File: src/rtl/alu_pkg.sv
// Shared definitions for the 16-bit registered ALU: operand width and op encodings.
package alu_pkg;

    localparam int WIDTH   = 16;
    localparam int SHAMT_W = $clog2(WIDTH);

    typedef logic [2:0] alu_op_t;

    localparam alu_op_t OP_AND = 3'd0;
    localparam alu_op_t OP_ADD = 3'd1;
    localparam alu_op_t OP_SUB = 3'd2;
    localparam alu_op_t OP_OR  = 3'd3;
    localparam alu_op_t OP_SHL = 3'd4;
    localparam alu_op_t OP_SHR = 3'd5;
    localparam alu_op_t OP_ASR = 3'd6;
    localparam alu_op_t OP_XOR = 3'd7;

endpackage

File: src/rtl/alu16_if.sv
// Request/result bundle between an ALU client (master) and alu16 (slave).
interface alu16_if;
    import alu_pkg::*;

    logic             in_valid;
    alu_op_t          op;
    logic [WIDTH-1:0] in1;
    logic [WIDTH-1:0] in2;
    logic [WIDTH:0]   out;
    logic             out_valid;
    logic             zero;

    modport master (
        output in_valid, op, in1, in2,
        input  out, out_valid, zero
    );

    modport slave (
        input  in_valid, op, in1, in2,
        output out, out_valid, zero
    );

endinterface

File: src/rtl/alu16_shifter.sv
// Log-stage barrel shifter on the 17-bit extended operand; direction and fill bit
// select SHL, logical SHR or ASR, and 'big' saturates to an all-fill result.
module alu16_shifter
    import alu_pkg::*;
(
    input  logic [WIDTH:0]     data,
    input  logic [SHAMT_W-1:0] amt,
    input  logic               big,
    input  logic               left,
    input  logic               fill,
    output logic [WIDTH:0]     result
);

    localparam logic [WIDTH:0] ONES = '1;

    logic [WIDTH:0] cur;

    // Each stage conditionally shifts by 2^i; right shifts OR in the fill bits
    // that a plain logical shift would leave as zero.
    always_comb begin
        cur = data;
        for (int i = 0; i < SHAMT_W; i++) begin
            if (amt[i]) begin
                if (left) begin
                    cur = cur << (1 << i);
                end else begin
                    cur = (cur >> (1 << i)) | (fill ? ~(ONES >> (1 << i)) : '0);
                end
            end
        end
    end

    assign result = big ? {(WIDTH+1){fill}} : cur;

endmodule

File: src/rtl/alu16.sv
// 16-bit, 8-function ALU with one-cycle registered result; bit 16 carries
// carry, borrow or the shifted-out/sign bit depending on the op.
module alu16
    import alu_pkg::*;
(
    input  logic   clk,
    input  logic   rst_n,
    alu16_if.slave bus
);

    logic [WIDTH:0]     result;
    logic [WIDTH:0]     shift_data;
    logic [WIDTH:0]     shift_result;
    logic [SHAMT_W-1:0] shift_amt;
    logic               shift_big;
    logic               shift_left;
    logic               shift_fill;

    // Only ASR sign-extends into bit 16 and fills with the sign bit.
    assign shift_amt  = bus.in2[SHAMT_W-1:0];
    assign shift_big  = |bus.in2[WIDTH-1:SHAMT_W];
    assign shift_left = (bus.op == OP_SHL);
    assign shift_fill = (bus.op == OP_ASR) && bus.in1[WIDTH-1];
    assign shift_data = {shift_fill, bus.in1};

    alu16_shifter u_shifter (
        .data   (shift_data),
        .amt    (shift_amt),
        .big    (shift_big),
        .left   (shift_left),
        .fill   (shift_fill),
        .result (shift_result)
    );

    always_comb begin
        result = '0;
        case (bus.op)
            OP_AND:  result = {1'b0, bus.in1 & bus.in2};
            OP_ADD:  result = {1'b0, bus.in1} + {1'b0, bus.in2};
            OP_SUB:  result = {1'b0, bus.in1} - {1'b0, bus.in2};
            OP_OR:   result = {1'b0, bus.in1 | bus.in2};
            OP_SHL:  result = shift_result;
            OP_SHR:  result = shift_result;
            OP_ASR:  result = shift_result;
            OP_XOR:  result = {1'b0, bus.in1 ^ bus.in2};
            default: result = '0;
        endcase
    end

    // Result and zero flag only load on a valid op, so an undriven op while idle
    // never reaches state.
    always_ff @(posedge clk or negedge rst_n) begin
        if (!rst_n) begin
            bus.out       <= '0;
            bus.out_valid <= 1'b0;
            bus.zero      <= 1'b1;
        end else begin
            bus.out_valid <= bus.in_valid;
            if (bus.in_valid) begin
                bus.out  <= result;
                bus.zero <= (result == '0);
            end
        end
    end

endmodule

File: src/flat_wrapper.sv
// flat-port wrapper written by rule: the top's interface ports become plain ports
module alu16_flat import alu_pkg::*;
  (clk, rst_n, bus_in_valid, bus_op, bus_in1, bus_in2, bus_out, bus_out_valid, bus_zero);
  alu16_if bus_i ();
  input  logic clk;
  input  logic rst_n;
  input wire logic [$bits(bus_i.in_valid)-1:0] bus_in_valid;
  input wire logic [$bits(bus_i.op)-1:0] bus_op;
  input wire logic [$bits(bus_i.in1)-1:0] bus_in1;
  input wire logic [$bits(bus_i.in2)-1:0] bus_in2;
  output wire logic [$bits(bus_i.out)-1:0] bus_out;
  output wire logic [$bits(bus_i.out_valid)-1:0] bus_out_valid;
  output wire logic [$bits(bus_i.zero)-1:0] bus_zero;
  assign bus_i.in_valid = bus_in_valid;
  assign bus_i.op = bus_op;
  assign bus_i.in1 = bus_in1;
  assign bus_i.in2 = bus_in2;
  assign bus_out = bus_i.out;
  assign bus_out_valid = bus_i.out_valid;
  assign bus_zero = bus_i.zero;
  alu16 u_core (.clk(clk), .rst_n(rst_n), .bus(bus_i));
endmodule
File: config.mk
export PLATFORM = sky130hd
export DESIGN_NAME = alu16_flat
export DESIGN_NICKNAME = d
export VERILOG_FILES = /design/src/rtl/alu_pkg.sv /design/src/rtl/alu16_if.sv /design/src/rtl/alu16_shifter.sv /design/src/rtl/alu16.sv /design/src/flat_wrapper.sv
export SDC_FILE = /design/constraint.sdc
export NUM_CORES = 1
export LEC_CHECK = 0
export CORE_MARGIN = 2
export CORE_UTILIZATION = 45
export CTS_CLUSTER_DIAMETER = 200
export DETAILED_ROUTE_END_ITERATION = 10
export DONT_BUFFER_PORTS = 1
export HOLD_SLACK_MARGIN = 0.02
export SLEW_MARGIN = 10
export SYNTH_ARGS = -nofsm -noshare
export SYNTH_HDL_FRONTEND = slang
export SYNTH_HIERARCHICAL = 1
export SYNTH_SLANG_ARGS = --single-unit
File: constraint.sdc
create_clock -name clk -period 1.2 [get_ports clk]
set_input_delay 0.12 -clock clk [delete_from_list [all_inputs] [get_ports clk]]
set_output_delay 0.12 -clock clk [all_outputs]
set_load 0.01 [all_outputs]
==> results.sh, run 1 <==
export IMPL_status="finished with violations"
export IMPL_violations="negative hold slack, negative setup slack"
export IMPL_synth_seq_area_share_pct=9.270
export IMPL_drtAntennaViolNets=0
export IMPL_hold_viol_final=9
export IMPL_chipHeight_um=110.9
export IMPL_via_count=6244
export IMPL_floorplan_rows=39
export IMPL_worst_path_max_fanout=14
export IMPL_buffer_ports_inserted=0
export IMPL_final_setup_skew_ps=0
export IMPL_numCtsBuffers=3
export IMPL_grt_first_pass_wirelength_um=34010
export IMPL_timing_final_crit_share_pct=277.1
export IMPL_drt_vias_per_instance=6.263
export IMPL_synthFlopType="dfrtp_1"
export IMPL_area_growth_pct=48.47
export IMPL_cts_root_buf="clkbuf_16"
export IMPL_critPathKind="primary input to flop"
export IMPL_globalRouteOverflowTotal=0
export IMPL_worstSkewPairLatency_ps=250
export IMPL_final_setup_vio_count=18
export IMPL_grt_max_degree=69
export IMPL_stdcell_area_sq_mm=0.007635
export IMPL_power_static_leakage_uw=0.003440
export IMPL_drcViolationCount=0
export IMPL_synth_lib_cells_used_distinct=74
export IMPL_peakVddDrop_mv=1.185
export IMPL_pins_over_their_slew_limit=0
export IMPL_num_antenna_cells=0
export IMPL_vias_in_the_first_global_route=6212
export IMPL_synth_cells=680
export IMPL_ys_ff_latch=19
export IMPL_critical_path_startpoint_type="primary input"
export IMPL_ioPinCount=57
export IMPL_maxCapViolCount=0
export IMPL_synth_cell_area_sq_mm=0.005142
export IMPL_floorplan_die_area_sq_mm=0.01230
export IMPL_final_sum_of_negative_setup_slack_ps=-27720
export IMPL_mean_cell_area_of_the_mapped_netlist_sq_um=7.562
export IMPL_h_tree_lvls=1
export IMPL_cts_hold_buffers=1
export IMPL_drt_pass1_iterations=5
export IMPL_wire_per_inst_um=22.19
export IMPL_worst_slew_pin_slew_ps=828.9
export IMPL_net_count_after_synthesis=768
export IMPL_synth_edf_count=0
export IMPL_worst_hold_slack_ps=-100.8
export IMPL_slew_headroom_pct=44.56
export IMPL_clk_pin_slew_worst_paths_ps=50
export IMPL_drt_iter0_drc=679
export IMPL_synth_warnings=6
export IMPL_initial_core_utilization_pct=45.62
export IMPL_synth_area_top_cells="ha_1, dfrtp_1, mux2i_1, mux4_2, mux2_2"
export IMPL_timing_final_crit_period_ps=3325
export IMPL_cts_tree="built"
export IMPL_yosysTopAreaCell="ha_1"
export IMPL_placed_cell_area_sq_mm=0.006571
export IMPL_dieWidth_um=110.9
export IMPL_ratio_of_cells_with_drive_above_1_in_the_final_layout_pct=43.79
export IMPL_total_power_uw=4718
export IMPL_grt_antenna_before_repair=0
export IMPL_clkSinkCount=19
export IMPL_max_clock_path_buffers=2
export IMPL_routed_wl_um=22120
export IMPL_worst_setup_path_end_kind="flop"
export IMPL_worst_hold_path_type="primary input to flop"
export IMPL_gp_routability_congestion=1.044
export IMPL_fillCellCount=902
export IMPL_all_layer_gr_usage_pct=34.51
export IMPL_synthArstFlopShare_pct=100.0
export IMPL_yosysTopAreaCellShare_pct=11.92
export IMPL_achievable_frequency_mhz=300.8
export IMPL_cp_arrival_ps=3510
export IMPL_setup_repair_after_global_routing_missed_its_margin="yes"
export IMPL_critical_path_required_ps=1380
export IMPL_setup_ws_ps=-2125
export IMPL_core_sq_mm=0.01127
export IMPL_final_net_count=943
export IMPL_power_density_mw_per_mm2=617.9
export IMPL_dp_slack_ps=-2481
export IMPL_dpl_hpwl_um=15960
## registers in the layout, summed over array words and instances, names as in the netlist
register	flops
u_core/bus.out	17
u_core/bus.out_valid	1
u_core/bus.zero	1
## placed cells by master, fill, tap and decap left out, types with 10 or more instances in the layout
| cell type | Yosys | routed |
|---|---|---|
| buf_4 | 2 | 197 |
| inv_1 | 56 | 53 |
| nor2_1 | 55 | 47 |
| ha_1 | 49 | 47 |
| nand2_1 | 47 | 44 |
| o21ai_0 | 48 | 31 |
| mux2i_1 | 34 | 31 |
| a21oi_1 | 43 | 28 |
| dfrtp_1 | 18 | 18 |
| mux2_4 | 1 | 15 |
| mux4_2 | 13 | 15 |
| xnor2_1 | 18 | 14 |
| nor2b_1 | 15 | 14 |
| buf_6 | 4 | 14 |
| a21oi_2 | 0 | 12 |
| nand3_1 | 14 | 11 |
| o21ai_1 | 2 | 11 |
| and2_1 | 12 | 10 |
## worst max-delay path: stages
cell and delay (ps):
or2_4 240, nor2_4 110, buf_12 150, buf_12 130, buf_4 100, mux2i_1 200
a211o_1 190, o211ai_1 120, o211a_1 170, o31a_1 250, mux2_4 270, mux2_4 260
a221o_1 250, o22a_1 190, nor4_2 220, nand4_1 120, a2111o_1 330, o21ai_2 70
## report_power, final
| part | internal, uW | switching, uW |
|---|---|---|
| Combinational | 1710 | 1470 |
| Clock | 446 | 222 |
| Sequential | 749 | 119 |
| Total | 2900 | 1810 |
## cell usage after synthesis (4+ instances only)
library cell  instances
a311oi_1              6
or2_2                 4
nor2_1               55
nor4_1                6
or3_1                 5
and3_1                6
o211ai_1              9
a22oi_1               4
xnor2_1              18
nand2_1              47
a211o_1               4
a21o_1                8
a31oi_1              12
nand3_1              14
ha_1                 49
a211oi_1             14
a21oi_1              43
o21ai_0              48
clkbuf_1             27
dfrtp_1              18
nand2b_1              4
mux2i_1              34
buf_6                 4
inv_1                56
o221ai_1              4
o31a_1                4
mux4_2               13
o21a_1                5
o2111ai_1             4
and2_1               12
nor3_1               14
buf_2                15
o22ai_1               7
o31ai_1               4
nor2b_1              15
xor2_1                4
mux2_2               22
## path summary, 6_finish.rpt
path | start | end | slack, ps | depth (start not counted)
worst max register to register | u_core/bus.out[14] | u_core/bus.out[14] | 330 | 2
worst min-delay path | bus_in_valid | u_core/bus.out_valid | -100 | 0
worst max-delay path | bus_op[1] | u_core/bus.zero | -2120 | 18
max in group asynchronous | rst_n | u_core/bus.out[2] | 270 | 1
worst min register to register | u_core/bus.zero | u_core/bus.zero | 510 | 2
min in group asynchronous | rst_n | u_core/bus.out[7] | 420 | 1
## kinds of logic after synthesis
group / count (synthesis) / synth area share (%)
and+or+nand+nor: 197 / 18.88
DFF: 19 / 9.270
AOI/OAI and AO/OA: 213 / 28.13
adders and majority gates: 50 / 12.31
buffers and inverters: 107 / 9.221
muxes: 72 / 18.44
xor gates and xnor gates: 22 / 3.747
## metrics by stage
stage,instances,hold WS [ps],util [%]
after floorplan,680,-175.6,-
after global placement,954,-175.2,58.30
after detailed placement,954,-175.2,58.30
after CTS,992,-103.9,65.20
after global routing,997,-106.9,67.73
final,997,-100.8,67.73
## metal layers
layer  up-vias  global-route usage, %  wire (um)
li1       2869                      -          -
met1      2988                  45.11       9103
met2       325                  59.43      10490
met3        62                  4.265       1812
met4         0                  10.67        710
met5         -                      0          0
## cell type report
cell class                 count  area [sq um]  share of cell area [%]
multi-input combinational    554          4832                   63.29
timing repair buffer         221          1829                   23.96
sequential                    19         476.7                   6.244
inverter                      56         237.7                   3.114
tap                          143         178.9                   2.343
clock buffer                   3         75.07                  0.9833
clock inverter                 1         5.005                 0.06555
## repair_timing
| action | in CTS | in global routing |
|---|---|---|
| gates resized for setup | 102 | 61 |
| setup endpoints to repair | 18 | 18 |
| cloned | 1 | 0 |
| hold endpoints to repair | 30 | 11 |
| setup buffers | 34 | 13 |
| pin swaps | 33 | 49 |
Note: power is estimated with default switching activity, not from simulation.
==> inputs of run 2 (changes only) <==
--- a/config.mk
+++ b/config.mk
@@ -16,3 +16,4 @@
 export SYNTH_HDL_FRONTEND = slang
 export SYNTH_HIERARCHICAL = 1
 export SYNTH_SLANG_ARGS = --single-unit
+export TNS_END_PERCENT = 5
==> run 2 against run 1 <==
Compared with the run above: die area did not move; flip-flop and latch count unchanged; largest cell class unchanged; largest power group unchanged; the flow still finishes with violations (negative hold slack, negative setup slack); final area decreased by 11%; sequential share of layout area is 0.79 points higher.
==> results.sh, run 2 (same netlist as run 1, synthesis figures left out) <==
export IMPL_final_setup_skew_ps=0
export IMPL_power_switching_uw=1640
export IMPL_stdcell_area_sq_mm=0.006780
export IMPL_dpl_hpwl_um=15370
export IMPL_timing_final_crit_period_ps=3381
export IMPL_ratio_of_cells_with_drive_above_1_in_the_final_layout_pct=33.79
export IMPL_slew_headroom_pct=41.73
export IMPL_ioPinCount=57
export IMPL_cp_arrival_ps=3570
export IMPL_layout_common_cells="buf_4, inv_1, nor2_1"
export IMPL_timing_final_crit_share_pct=281.8
export IMPL_largest_register_ff_count=17
export IMPL_p_comb_share_pct=63.7
export IMPL_fillCellCount=1051
export IMPL_core_sq_mm=0.01127
export IMPL_drt_iter0_drc=515
export IMPL_seq_power_share_pct=20.4
export IMPL_registers_top_by_ff_count="u_core/bus.out"
export IMPL_grt_first_pass_wirelength_um=32190
export IMPL_final_setup_vio_count=18
export IMPL_chipHeight_um=110.9
export IMPL_maxCapViolCount=0
export IMPL_violations="negative hold slack, negative setup slack"
export IMPL_placed_cell_area_sq_mm=0.006354
export IMPL_numCtsBuffers=3
export IMPL_critical_path_required_ps=1390
export IMPL_clkSinkCount=19
export IMPL_largestRegisters="u_core/bus.out: 17 flops, u_core/bus.out_valid: 1 flops, u_core/bus.zero: 1 flops"
export IMPL_power_density_mw_per_mm2=628.5
export IMPL_setup_ws_ps=-2181
export IMPL_worst_slew_pin_slew_ps=871.2
export IMPL_worst_path_max_fanout=14
export IMPL_clock_power_share_pct=15.9
export IMPL_worst_setup_path_end_kind="flop"
export IMPL_all_layer_gr_usage_pct=32.56
export IMPL_via_count=5973
export IMPL_hold_viol_final=9
export IMPL_clk_pin_slew_worst_paths_ps=50
export IMPL_peakVddDrop_mv=0.7893
export IMPL_max_clock_path_buffers=2
export IMPL_vias_in_the_first_global_route=5967
export IMPL_status="finished with violations"
export IMPL_floorplan_rows=39
export IMPL_achievable_frequency_mhz=295.8
export IMPL_num_antenna_cells=0
export IMPL_drcViolationCount=0
export IMPL_initial_core_utilization_pct=45.62
export IMPL_grt_antenna_before_repair=0
export IMPL_cts_hold_buffers=1
export IMPL_final_net_count=900
export IMPL_dieWidth_um=110.9
export IMPL_drt_pass1_iterations=6
export IMPL_internal_power_uw=2622
export IMPL_pins_over_their_slew_limit=0
export IMPL_worstSkewPairLatency_ps=250
export IMPL_floorplan_die_area_sq_mm=0.01230
export IMPL_regArea_sq_um=476.7
export IMPL_gp_routability_congestion=1.028
export IMPL_critical_path_startpoint_type="primary input"
export IMPL_finish_utilization_pct=60.15
export IMPL_netSwitchingFraction_pct=38.48
export IMPL_cts_tree="built"
export IMPL_worst_hold_slack_ps=-99.49
export IMPL_globalRouteOverflowTotal=0
export IMPL_cts_root_buf="clkbuf_16"
export IMPL_drt_vias_per_instance=6.261
export IMPL_grt_max_degree=69
export IMPL_critPathKind="primary input to flop"
export IMPL_drtAntennaViolNets=0
export IMPL_worst_hold_path_type="primary input to flop"
export IMPL_power_static_leakage_uw=0.003053
export IMPL_area_growth_pct=31.85
export IMPL_multi_input_area_sq_mm=0.004453
export IMPL_routed_wl_um=20390
export IMPL_wire_per_inst_um=21.37
export IMPL_setup_repair_after_global_routing_missed_its_margin="yes"
export IMPL_commonest_non_fill_non_tap_cell_in_the_layout="buf_4"
export IMPL_h_tree_lvls=1
export IMPL_buffer_ports_inserted=0
-- run 2: cell count changes in the layout (fill, tap and decap cells not counted), moves of 5 or more --
cell     previous run  this run
buf_4             197       171
mux2_4             15         1
a21oi_1            28        35
mux2_2              8        22
o21ai_2             9         2
o21ai_0            31        40
buf_6              14         3
nor2_1             47        52
-- run 2: stage by stage --
step	setup slack [ps]	setup TNS, ps	instances	power [uW]
after floorplan	-2361	-30570	680	2380
after global placement	-2624	-34420	940	3231
after detailed placement	-2609	-34760	940	3273
after CTS	-2080	-27510	954	4166
after global routing	-2269	-30490	954	4562
final	-2181	-28010	954	4261
-- run 2: final cells by class --
type	instances	area share (%)
clock buffer	4	1.163
timing repair buffer	178	20.39
sequential	19	7.031
multi-input combinational	554	65.68
tap	143	2.639
inverter	56	3.100
-- run 2: path summary, 6_finish.rpt --
| kind | from | end | slack, ps | cells past startpoint |
|---|---|---|---|---|
| worst max-delay path | bus_op[1] | u_core/bus.zero | -2180 | 16 |
| worst min-delay path | bus_in_valid | u_core/bus.out_valid | -100 | 0 |
| worst max register to register | u_core/bus.out[14] | u_core/bus.out[14] | 330 | 2 |
| worst min register to register | u_core/bus.zero | u_core/bus.zero | 500 | 2 |
| max in group asynchronous | rst_n | u_core/bus.out_valid | 230 | 1 |
| min in group asynchronous | rst_n | u_core/bus.out[9] | 430 | 1 |
-- run 2: layer usage --
metal,track usage [%],routed length [um],vias up
met1,44.31,8826,2872
met2,51.08,9130,267
met3,7.873,1826,49
met5,0,0,-
met4,10.08,608,0
li1,-,-,2785
-- run 2: repair_timing --
action                                  4_1_cts  5_1_grt
hold endpoints to repair                     31       11
endpoints found under the setup margin       18       18
buffers inserted                              9        0
gates resized for setup                      39       23
pin swaps                                     8        4
-- run 2: power groups by stage --
stage	clock network [uW]	logic, uW	registers (uW)
after CTS	698	2600	874
after global routing	735	2940	882
after floorplan	0	1520	862
final	678	2710	871
after global placement	0	2350	882
after detailed placement	0	2390	884
-- run 2: critical path: stages --
cell and delay, ps:
or2_4 250, nor2_4 100, buf_4 140, mux2_2 340, mux4_2 500, a22oi_2 200, o21ai_0 90, a221o_1 330
inv_1 80, a21oi_1 90, o221ai_2 260, o2111ai_2 190, nor4_4 380, nand4_1 120, a2111o_1 310, o21ai_2 60
